### src/rtl/lsu_pkg.sv
// Shared definitions for the data-memory load/store unit: funct3 encodings,
// FSM state encoding and access-size / legality helpers.
package lsu_pkg;

  localparam logic [2:0] F3_B  = 3'b000;
  localparam logic [2:0] F3_H  = 3'b001;
  localparam logic [2:0] F3_W  = 3'b010;
  localparam logic [2:0] F3_D  = 3'b011;
  localparam logic [2:0] F3_BU = 3'b100;
  localparam logic [2:0] F3_HU = 3'b101;
  localparam logic [2:0] F3_WU = 3'b110;

  typedef enum logic [1:0] {
    IDLE = 2'd0,
    REQ  = 2'd1,
    RESP = 2'd2,
    DONE = 2'd3
  } lsu_state_e;

  function automatic logic [3:0] size_bytes(input logic [2:0] funct3);
    logic [3:0] size;
    case (funct3[1:0])
      2'b00:   size = 4'd1;
      2'b01:   size = 4'd2;
      2'b10:   size = 4'd4;
      default: size = 4'd8;
    endcase
    return size;
  endfunction

  function automatic logic is_legal(input logic [2:0] funct3, input logic store,
                                    input int unsigned data_w);
    logic legal;
    case (funct3)
      F3_B, F3_H, F3_W: legal = 1'b1;
      F3_BU, F3_HU:     legal = !store;
      F3_D:             legal = (data_w == 32'd64);
      F3_WU:            legal = !store && (data_w == 32'd64);
      default:          legal = 1'b0;
    endcase
    return legal;
  endfunction

endpackage

### src/rtl/lsu_align.sv
// Combinational lane logic: store byte mask / data shift, alignment check,
// and load-result extraction with sign or zero extension.
module lsu_align
  import lsu_pkg::*;
#(
  parameter int unsigned DATA_W = 32
) (
  input  logic [2:0]                 i_addr_lo,
  input  logic [2:0]                 i_funct3,
  input  logic [DATA_W-1:0]          i_wdata,
  output logic [DATA_W/8-1:0]        o_mask,
  output logic [DATA_W-1:0]          o_wdata,
  output logic                       o_misaligned,
  input  logic [$clog2(DATA_W/8)-1:0] i_ld_off,
  input  logic [2:0]                 i_ld_funct3,
  input  logic [DATA_W-1:0]          i_rdata,
  output logic [DATA_W-1:0]          o_ld_data
);

  localparam int unsigned MASK_W = DATA_W / 8;
  localparam int unsigned OFF_W  = $clog2(MASK_W);

  logic [OFF_W-1:0]  off_s;
  logic [3:0]        size_s;
  logic [MASK_W-1:0] base_s;
  logic [DATA_W-1:0] sh_s;

  // Store side: lane mask, shifted write data and alignment check.
  always_comb begin
    off_s  = i_addr_lo[OFF_W-1:0];
    size_s = size_bytes(i_funct3);
    base_s = {MASK_W{1'b0}};
    for (int i = 0; i < int'(MASK_W); i++) begin
      base_s[i] = (i < int'(size_s));
    end
    o_mask  = base_s << off_s;
    o_wdata = i_wdata << {off_s, 3'b000};
    case (i_funct3[1:0])
      2'b01:   o_misaligned = i_addr_lo[0];
      2'b10:   o_misaligned = |i_addr_lo[1:0];
      2'b11:   o_misaligned = |i_addr_lo[2:0];
      default: o_misaligned = 1'b0;
    endcase
  end

  // Load side: right-align the addressed lanes, truncate and extend.
  always_comb begin
    sh_s = i_rdata >> {i_ld_off, 3'b000};
    case (i_ld_funct3)
      F3_B:    o_ld_data = DATA_W'($signed(sh_s[7:0]));
      F3_H:    o_ld_data = DATA_W'($signed(sh_s[15:0]));
      F3_W:    o_ld_data = DATA_W'($signed(sh_s[31:0]));
      F3_D:    o_ld_data = sh_s;
      F3_BU:   o_ld_data = DATA_W'(sh_s[7:0]);
      F3_HU:   o_ld_data = DATA_W'(sh_s[15:0]);
      F3_WU:   o_ld_data = DATA_W'(sh_s[31:0]);
      default: o_ld_data = {DATA_W{1'b0}};
    endcase
  end

endmodule

### src/rtl/dmem_lsu.sv
// Handshaked load/store unit: accepts one access from the core, drives a
// request/grant data memory, waits for the read response and reports done/trap.
module dmem_lsu
  import lsu_pkg::*;
#(
  parameter int unsigned ADDR_W  = 32,
  parameter int unsigned DATA_W  = 32,
  parameter int unsigned TIMEOUT = 0,
  localparam int unsigned MASK_W = DATA_W / 8
) (
  input  logic              i_clk,
  input  logic              i_rst_n,
  input  logic              i_valid,
  output logic              o_ready,
  input  logic              i_store,
  input  logic [2:0]        i_funct3,
  input  logic [ADDR_W-1:0] i_addr,
  input  logic [DATA_W-1:0] i_wdata,
  output logic              o_done,
  output logic [DATA_W-1:0] o_rdata,
  output logic              o_trap,
  output logic              o_mem_req,
  input  logic              i_mem_gnt,
  output logic [ADDR_W-1:0] o_mem_addr,
  output logic              o_mem_wen,
  output logic [DATA_W-1:0] o_mem_wdata,
  output logic [MASK_W-1:0] o_mem_mask,
  input  logic              i_mem_rvalid,
  input  logic [DATA_W-1:0] i_mem_rdata
);

  localparam int unsigned OFF_W   = $clog2(MASK_W);
  localparam int unsigned CNT_W   = (TIMEOUT < 2) ? 1 : $clog2(TIMEOUT + 1);
  // Abort on the cycle that makes the trap complete exactly TIMEOUT cycles after accept.
  localparam int unsigned TO_LAST = (TIMEOUT >= 2) ? TIMEOUT - 2 : 0;

  lsu_state_e        state_r, state_s;
  logic              store_r;
  logic [2:0]        funct3_r;
  logic [OFF_W-1:0]  off_r;
  logic [ADDR_W-1:0] addr_r;
  logic [MASK_W-1:0] mask_r;
  logic [DATA_W-1:0] wdata_r;
  logic              trap_r;
  logic [DATA_W-1:0] rdata_r;
  logic [CNT_W-1:0]  cnt_r;
  logic              ready_r, done_r, mem_req_r;

  logic              accept_s, bad_s, timeout_s, to_fire_s, mem_req_s;
  logic [MASK_W-1:0] mask_s;
  logic [DATA_W-1:0] wdata_sh_s, ld_data_s;
  logic              misaligned_s;

  lsu_align #(.DATA_W(DATA_W)) u_align (
    .i_addr_lo    (i_addr[2:0]),
    .i_funct3     (i_funct3),
    .i_wdata      (i_wdata),
    .o_mask       (mask_s),
    .o_wdata      (wdata_sh_s),
    .o_misaligned (misaligned_s),
    .i_ld_off     (off_r),
    .i_ld_funct3  (funct3_r),
    .i_rdata      (i_mem_rdata),
    .o_ld_data    (ld_data_s)
  );

  assign accept_s  = i_valid & ready_r;
  assign bad_s     = misaligned_s | !is_legal(i_funct3, i_store, DATA_W);
  assign timeout_s = (TIMEOUT != 0) && (cnt_r >= CNT_W'(TO_LAST));

  // Next-state and next-output decode.
  always_comb begin
    state_s   = state_r;
    to_fire_s = 1'b0;
    mem_req_s = 1'b0;
    case (state_r)
      IDLE: begin
        if (accept_s) state_s = REQ;
        else          state_s = IDLE;
      end
      // A trapped access spends one cycle here with the request suppressed.
      REQ: begin
        if (trap_r)         state_s = DONE;
        else if (i_mem_gnt) state_s = store_r ? DONE : RESP;
        else if (timeout_s) begin
          state_s   = DONE;
          to_fire_s = 1'b1;
        end else            state_s = REQ;
      end
      RESP: begin
        if (i_mem_rvalid)   state_s = DONE;
        else if (timeout_s) begin
          state_s   = DONE;
          to_fire_s = 1'b1;
        end else            state_s = RESP;
      end
      DONE:    state_s = IDLE;
      default: state_s = IDLE;
    endcase
    if (state_s == REQ) mem_req_s = !(accept_s ? bad_s : trap_r);
    else                mem_req_s = 1'b0;
  end

  // State register and registered handshake outputs.
  always_ff @(posedge i_clk or negedge i_rst_n) begin
    if (!i_rst_n) begin
      state_r   <= IDLE;
      ready_r   <= 1'b1;
      done_r    <= 1'b0;
      mem_req_r <= 1'b0;
    end else begin
      state_r   <= state_s;
      ready_r   <= (state_s == IDLE);
      done_r    <= (state_s == DONE);
      mem_req_r <= mem_req_s;
    end
  end

  // Access registers, load result and timeout counter.
  always_ff @(posedge i_clk or negedge i_rst_n) begin
    if (!i_rst_n) begin
      store_r  <= 1'b0;
      funct3_r <= 3'b000;
      off_r    <= {OFF_W{1'b0}};
      addr_r   <= {ADDR_W{1'b0}};
      mask_r   <= {MASK_W{1'b0}};
      wdata_r  <= {DATA_W{1'b0}};
      trap_r   <= 1'b0;
      rdata_r  <= {DATA_W{1'b0}};
      cnt_r    <= {CNT_W{1'b0}};
    end else begin
      case (state_r)
        IDLE: begin
          if (accept_s) begin
            store_r  <= i_store;
            funct3_r <= i_funct3;
            off_r    <= i_addr[OFF_W-1:0];
            addr_r   <= {i_addr[ADDR_W-1:OFF_W], {OFF_W{1'b0}}};
            mask_r   <= mask_s;
            wdata_r  <= wdata_sh_s;
            trap_r   <= bad_s;
            rdata_r  <= {DATA_W{1'b0}};
            cnt_r    <= {CNT_W{1'b0}};
          end
        end
        REQ, RESP: begin
          cnt_r <= cnt_r + CNT_W'(1);
          if (to_fire_s) trap_r <= 1'b1;
          if ((state_r == RESP) && i_mem_rvalid) rdata_r <= ld_data_s;
        end
        default: ;
      endcase
    end
  end

  assign o_ready     = ready_r;
  assign o_done      = done_r;
  assign o_rdata     = rdata_r;
  assign o_trap      = trap_r;
  assign o_mem_req   = mem_req_r;
  assign o_mem_addr  = addr_r;
  assign o_mem_wen   = store_r;
  assign o_mem_wdata = wdata_r;
  assign o_mem_mask  = mask_r;

endmodule

### config.mk
export PLATFORM = sky130hd
export DESIGN_NAME = dmem_lsu
export DESIGN_NICKNAME = d
export VERILOG_FILES = /design/src/rtl/lsu_pkg.sv /design/src/rtl/lsu_align.sv /design/src/rtl/dmem_lsu.sv
export SDC_FILE = /design/constraint.sdc
export NUM_CORES = 1
export LEC_CHECK = 0
export BUFFER_PORTS_ARGS = -buffer_cell sky130_fd_sc_hd__buf_4
export CORE_ASPECT_RATIO = 1.25
export CORE_UTILIZATION = 30
export DETAILED_ROUTE_END_ITERATION = 10
export GPL_TIMING_DRIVEN = 1
export PLACE_DENSITY_LB_ADDON = 0.08
export SYNTH_ARGS = -nofsm -noshare
export SYNTH_HDL_FRONTEND = slang
export SYNTH_HIERARCHICAL = 1
export SYNTH_SLANG_ARGS = --single-unit
### constraint.sdc
create_clock -name i_clk -period 5.3 [get_ports i_clk]
set_clock_uncertainty 0.2 [all_clocks]
set_input_delay 1.325 -clock i_clk [delete_from_list [all_inputs] [get_ports i_clk]]
set_output_delay 1.325 -clock i_clk [all_outputs]
set_load 0.02 [all_outputs]
; ---- Word level (Yosys, flattened, before mapping)
; Index checks and enable logic that the tools add are counted.
[op_classes]
n_lt_le_gt_ge = 4
eq_ne = 20
shifts = 3
n_mux = 15
n_bitwise = 2
n_reduce_logical = 18
[op_table]
columns = cell, n
row1 = 32-bit case mux with 5 select lines, 1
row2 = 32-bit two-way mux, 2
row3 = 32-bit case mux with 2 select lines, 1
row4 = 32-bit by 5-bit left shift with 32-bit output, 1
row5 = 32-bit by 5-bit right shift with 32-bit output, 1
row6 = 3-bit == test (second input constant), 5
row7 = 4-bit case mux with 3 select lines, 1
row8 = 2-bit == test (second input constant), 5
row9 = 3-bit by 2-bit == test with 1-bit output (second input constant), 3
row10 = 3-bit OR reduction, 3
row11 = 1-bit by 4-bit less-than comparator with 1-bit output (first input constant), 2
row12 = 2-bit by 4-bit less-than comparator with 1-bit output (first input constant), 2
row13 = 2-bit case mux with 4 select lines, 1
row14 = 2-bit by 1-bit == test with 1-bit output (second input constant), 3
row15 = 3-bit by 1-bit == test with 1-bit output (second input constant), 2
row16 = 2-bit logical NOT, 3
row17 = 3-bit logical NOT, 2
row18 = 2-bit OR reduction, 3
row19 = 1-bit two-way mux, 5
row20 = 2-bit two-way mux, 2
row21 = 2-bit != test (second input constant), 2
row22 = 4-bit by 2-bit left shift with 4-bit output, 1
row23 = 1-bit logical NOT, 3
row24 = 1-bit case mux with 3 select lines, 1
row25 = 7 further kinds, 7
[totals]
reg_bits = 110
input_bits = 105
output_inout_bits = 105

; ---- Logic depth before layout (Yosys ltp)
[logic_depth]
depth_word = 8
ltp_mapped = 8
depth_no_buf = 6

; ---- Hierarchy
; Netlist, hierarchy kept.
[modules_own_cells]
columns = mod, instances, cells_per_inst, area_per_inst_um2, seq_area_each_um2
row1 = dmem_lsu, 1, 320, 4723.3, 2753.9
row2 = lsu_align, 1, 203, 1336.3, 0.0

; ---- Worst setup path before layout
; OpenSTA, ideal clock, no wires.
[synth_path]
path_type = in2reg
startpoint = in i_addr[0]
endpoint = reg wdata_r[16] (netlist: o_mem_wdata[16])
setup_time_ps = 125
arrival_ps = 2380
t_required_ps = 4975
slack_ps = 2595
stages = 5
path_cell_list = clkbuf_1 -> buf_2 -> mux2i_1 -> o21ai_0 -> mux2_4
[synth_between]
elab_chain_len = 1
[synth_lines]
columns = element, line
row1 = from (decl), dmem_lsu.sv:17  ; input logic [ADDR_W-1:0] i_addr,
row2 = 32-bit by 5-bit left shift with 32-bit output, lsu_align.sv:37  ; o_wdata = i_wdata << {off_s, 3'b000};
row3 = named net wdata_sh_s[16], dmem_lsu.sv:51  ; logic [DATA_W-1:0] wdata_sh_s, ld_data_s;
row4 = to (signal assigned), dmem_lsu.sv:127  ; wdata_r <= {DATA_W{1'b0}};
row5 = to (signal assigned), dmem_lsu.sv:140  ; wdata_r <= wdata_sh_s;
row6 = to (decl), dmem_lsu.sv:43  ; logic [DATA_W-1:0] wdata_r;
; The timed path passes the listed nets, and every way through them passes these cells.
; A chain may end at the register's enable or synchronous reset.

; ---- Final worst setup path
[layout_path]
startpoint = in i_valid
endpoint = reg wdata_r[1] (netlist: o_mem_wdata[1])
[layout_between]
elab_chain_len = 2
[layout_lines]
columns = element, line
row1 = from (decl), dmem_lsu.sv:13  ; input logic i_valid,
row2 = 1-bit bitwise AND, dmem_lsu.sv:67  ; assign accept_s = i_valid & ready_r;
row3 = 2-bit AND reduction (no source line), -
; Every way passes these cells.

==> impl_metrics.py <==
metrics = {
    "drt": {
        "vias": 4531,
        "route.detailed.drc": 0,
        "dr.pass1.iters": 6,
        "vias_per_cell": 4.62,
        "drt_wl_total_um": 16600,
        "ant_nets": 0,
        "wl_per_cell_um": 16.9,
        "first_iter_violations": 177,
    },
    "final_layout": {
        "stdcell_area_um2": 8110,
        "area_growth_syn_to_layout_pct": 33.8,
        "most-common-layout-cells": "buf_4, dfrtp_1, mux2_4",
        "nets": 819,
        "drive_gt1_share_pct": 42.9,
        "diodes": 0,
        "fin_cells": 981,
        "final_common_cell": "buf_4",
    },
    "cts": {
        "cts_buffers": 9,
        "postCtsResizedCells": 0,
        "hold_buffers": 0,
        "clock_path_buffers": 2,
        "ctsRootBufferMaster": "clkbuf_16",
        "cts_tree": "yes",
        "clock-sinks": 110,
        "clk_pin_slew_ns": 0.08,
        "h-tree-depth": 3,
        "clock_latency_ns": 0.35,
        "cts_setup_buffers": 0,
    },
    "power": {
        "p_switching_w": 0.00197,
        "p_per_area_nw_per_um2": 608,
        "power_frac_comb_pct": 53.5,
        "p_seq_share_pct": 30.2,
        "clockPowerShare_pct": 16.4,
        "swShare_pct": 39.9,
        "power.leakage_nw": 4.06,
        "peakVddDrop_mv": 0.287,
        "intPower_w": 0.00296,
    },
    "outcome": {
        "status": "finished, final reports clean",
    },
    "worst_setup_path": {
        "cp.arrival_ns": 3.08,
        "crit_top_cell": "buf_4",
        "crit_required_ns": 5.34,
        "crit_fanout": 47,
        "crit_path_start": "i_valid",
        "worst_r2r_startpoint": "state_r[0]$_DFF_PN0_",
        "cpPeakStageDelay_ns": 0.77,
        "cpMaxStageDelayCell": "buf_4",
        "crit_type": "input port to register",
        "critPathLaunchType": "input port",
        "path_cells": "buf_4 -> nand3_4 -> buf_4 -> mux2_2",
        "critPathCaptureType": "register",
    },
    "sta": {
        "relSlewSlack_pct": 21.7,
        "post-route-period-util_pct": 57.3,
        "worst_slew_pin_slew_ns": 1.17,
        "min_period_ns": 3.04,
        "rsz0062_at_grt": "false",
        "timing_hold_violations_final": 0,
        "tns_ns": 0,
        "maxSlewViolCount": 0,
        "finalSetupViolations": 0,
        "max_freq_mhz": 329,
    },
    "global_route": {
        "grt_pass1_vias": 4794,
        "grt_use_total_pct": 16.3,
        "grt_antenna_before_repair": 0,
        "overflow": 0,
        "grt_pass1_wl_um": 25900,
        "grt_max_degree": 50,
    },
    "yosys": {
        "synth_area_leaders": "dfrtp_1, mux2_4, mux2i_1",
        "synthesis.yosys.warnings": 6,
        "synth_edf_count": 0,
        "ys_types": 42,
        "ys_async_sr_fraction_pct": 100,
        "syn_avg_cell_area_um2": 11.6,
        "synth_top_area_share_pct": 45.0,
        "synth_top_area_cell": "dfrtp_1",
        "synth-seq-area-share_pct": 45.4,
        "synth_seq_cells": 110,
        "syn_inst": 523,
        "syn-cell-area_um2": 6060,
        "synth-main-ff-cell": "dfrtp_1",
    },
    "floorplanning": {
        "pin_count": 210,
        "core_area_um2": 19600,
        "initial_utilization_pct": 30.9,
        "dieArea_um2": 20800,
        "die_w_um": 129,
        "rows": 57,
        "die_y_um": 161,
    },
    "min_path": {
        "hp-class": "register to register",
        "min_from": "o_mem_mask[2]$_DFFE_PN0P_",
    },
    "job": {
        "maxCapViolations": 0,
    },
    "place": {
        "placedInstanceArea_um2": 7750,
        "place_congestion": 0.771,
        "numPlacedInstances": 965,
        "dp_hpwl_um": 12100,
        "io_buffers": 207,
    },
}
[synth_stat cells (all sizes together), types with 10 or more instances]
library cell  number
a211oi            24
a21oi             13
and2              11
buf               26
clkbuf            10
dfrtp            109
inv               36
mux2              73
mux2i             64
nand2             53
nor2              13
nor2b             18
o21ai             29
[critical path, delay by kind of cell]
family                 cells  cell delay [ns]
buffers and inverters      2             0.90
AND/OR/NAND/NOR            1             0.42
multiplexers               1             0.41
[worst paths after layout]
path / end / slack (ns) / cells after the start
setup reg to reg: o_rdata[4]$_DFFE_PN0P_ / 2.32 / 6
setup / recovery: o_mem_wdata[1]$_DFFE_PN0P_ / 2.26 / 4
max in group asynchronous: o_ready$_DFF_PN1_ / 3.11 / 2
hold / removal: o_mem_mask[2]$_DFFE_PN0P_ / 0.32 / 1
hold reg to reg: o_mem_mask[2]$_DFFE_PN0P_ / 0.32 / 1
min in group asynchronous: o_rdata[2]$_DFFE_PN0P_ / 0.79 / 1
[metal layers]
layer	share of wire (%)	track usage (%)	routed length (um)
met5	0	0	0
met4	1.1	4.44	184
met3	6.8	4.23	1130
met2	51	28.4	8520
met1	41	19.6	6800
[final cells by class]
class,count,area (um^2)
fill,1968,11500
timing repair buffer,212,1590
multi-input combinational,342,2940
sequential,110,2750
clock inverter,7,126
tap,265,332
inverter,36,135
clock buffer,9,225
[flip-flops by register name, summed over array words and instances (netlist names)]
name and count:
o_mem_wdata 32, o_rdata 32, state_r 2, o_mem_req 1, off_r 2, o_trap 1, o_done 1, o_mem_addr 30
o_mem_wen 1, funct3_r 3, o_ready 1, o_mem_mask 4
[power groups by stage]
stage	Combinational, W	Sequential, W	Clock, W
after floorplan	0.00145	0.00182	0
after global placement	0.00265	0.00150	0
after detailed placement	0.00268	0.00149	0
after CTS	0.00268	0.00149	0.000834
after global routing	0.00283	0.00154	0.000864
final	0.00264	0.00149	0.000806
[cells by family (layout without fill, tap and decap cells)]
logic type / Yosys count / after routing / share of synthesized area, %
AND/OR/NAND/NOR: 107 / 107 / 8.51
AO/OA/AOI/OAI: 91 / 91 / 10.4
multiplexers: 137 / 137 / 28.5
adder cells (fa/ha/maj): 3 / 3 / 0.620
buffers and inverters: 72 / 264 / 6.17
other: 1 / 2 / 0.0619
XOR/XNOR: 2 / 2 / 0.289
flip-flops: 110 / 110 / 45.4
[stage by stage]
step	utilization [%]	setup WS, ns	hold WS, ns	total power [W]
floorplan	-	2.60	0.276	0.00327
global placement	39.5	1.89	0.296	0.00415
detailed placement	39.5	1.83	0.296	0.00417
CTS	41.3	2.22	0.320	0.00501
global route	41.3	2.04	0.335	0.00524
finish	41.3	2.26	0.317	0.00493
Note: power is estimated with default switching activity, not from simulation.
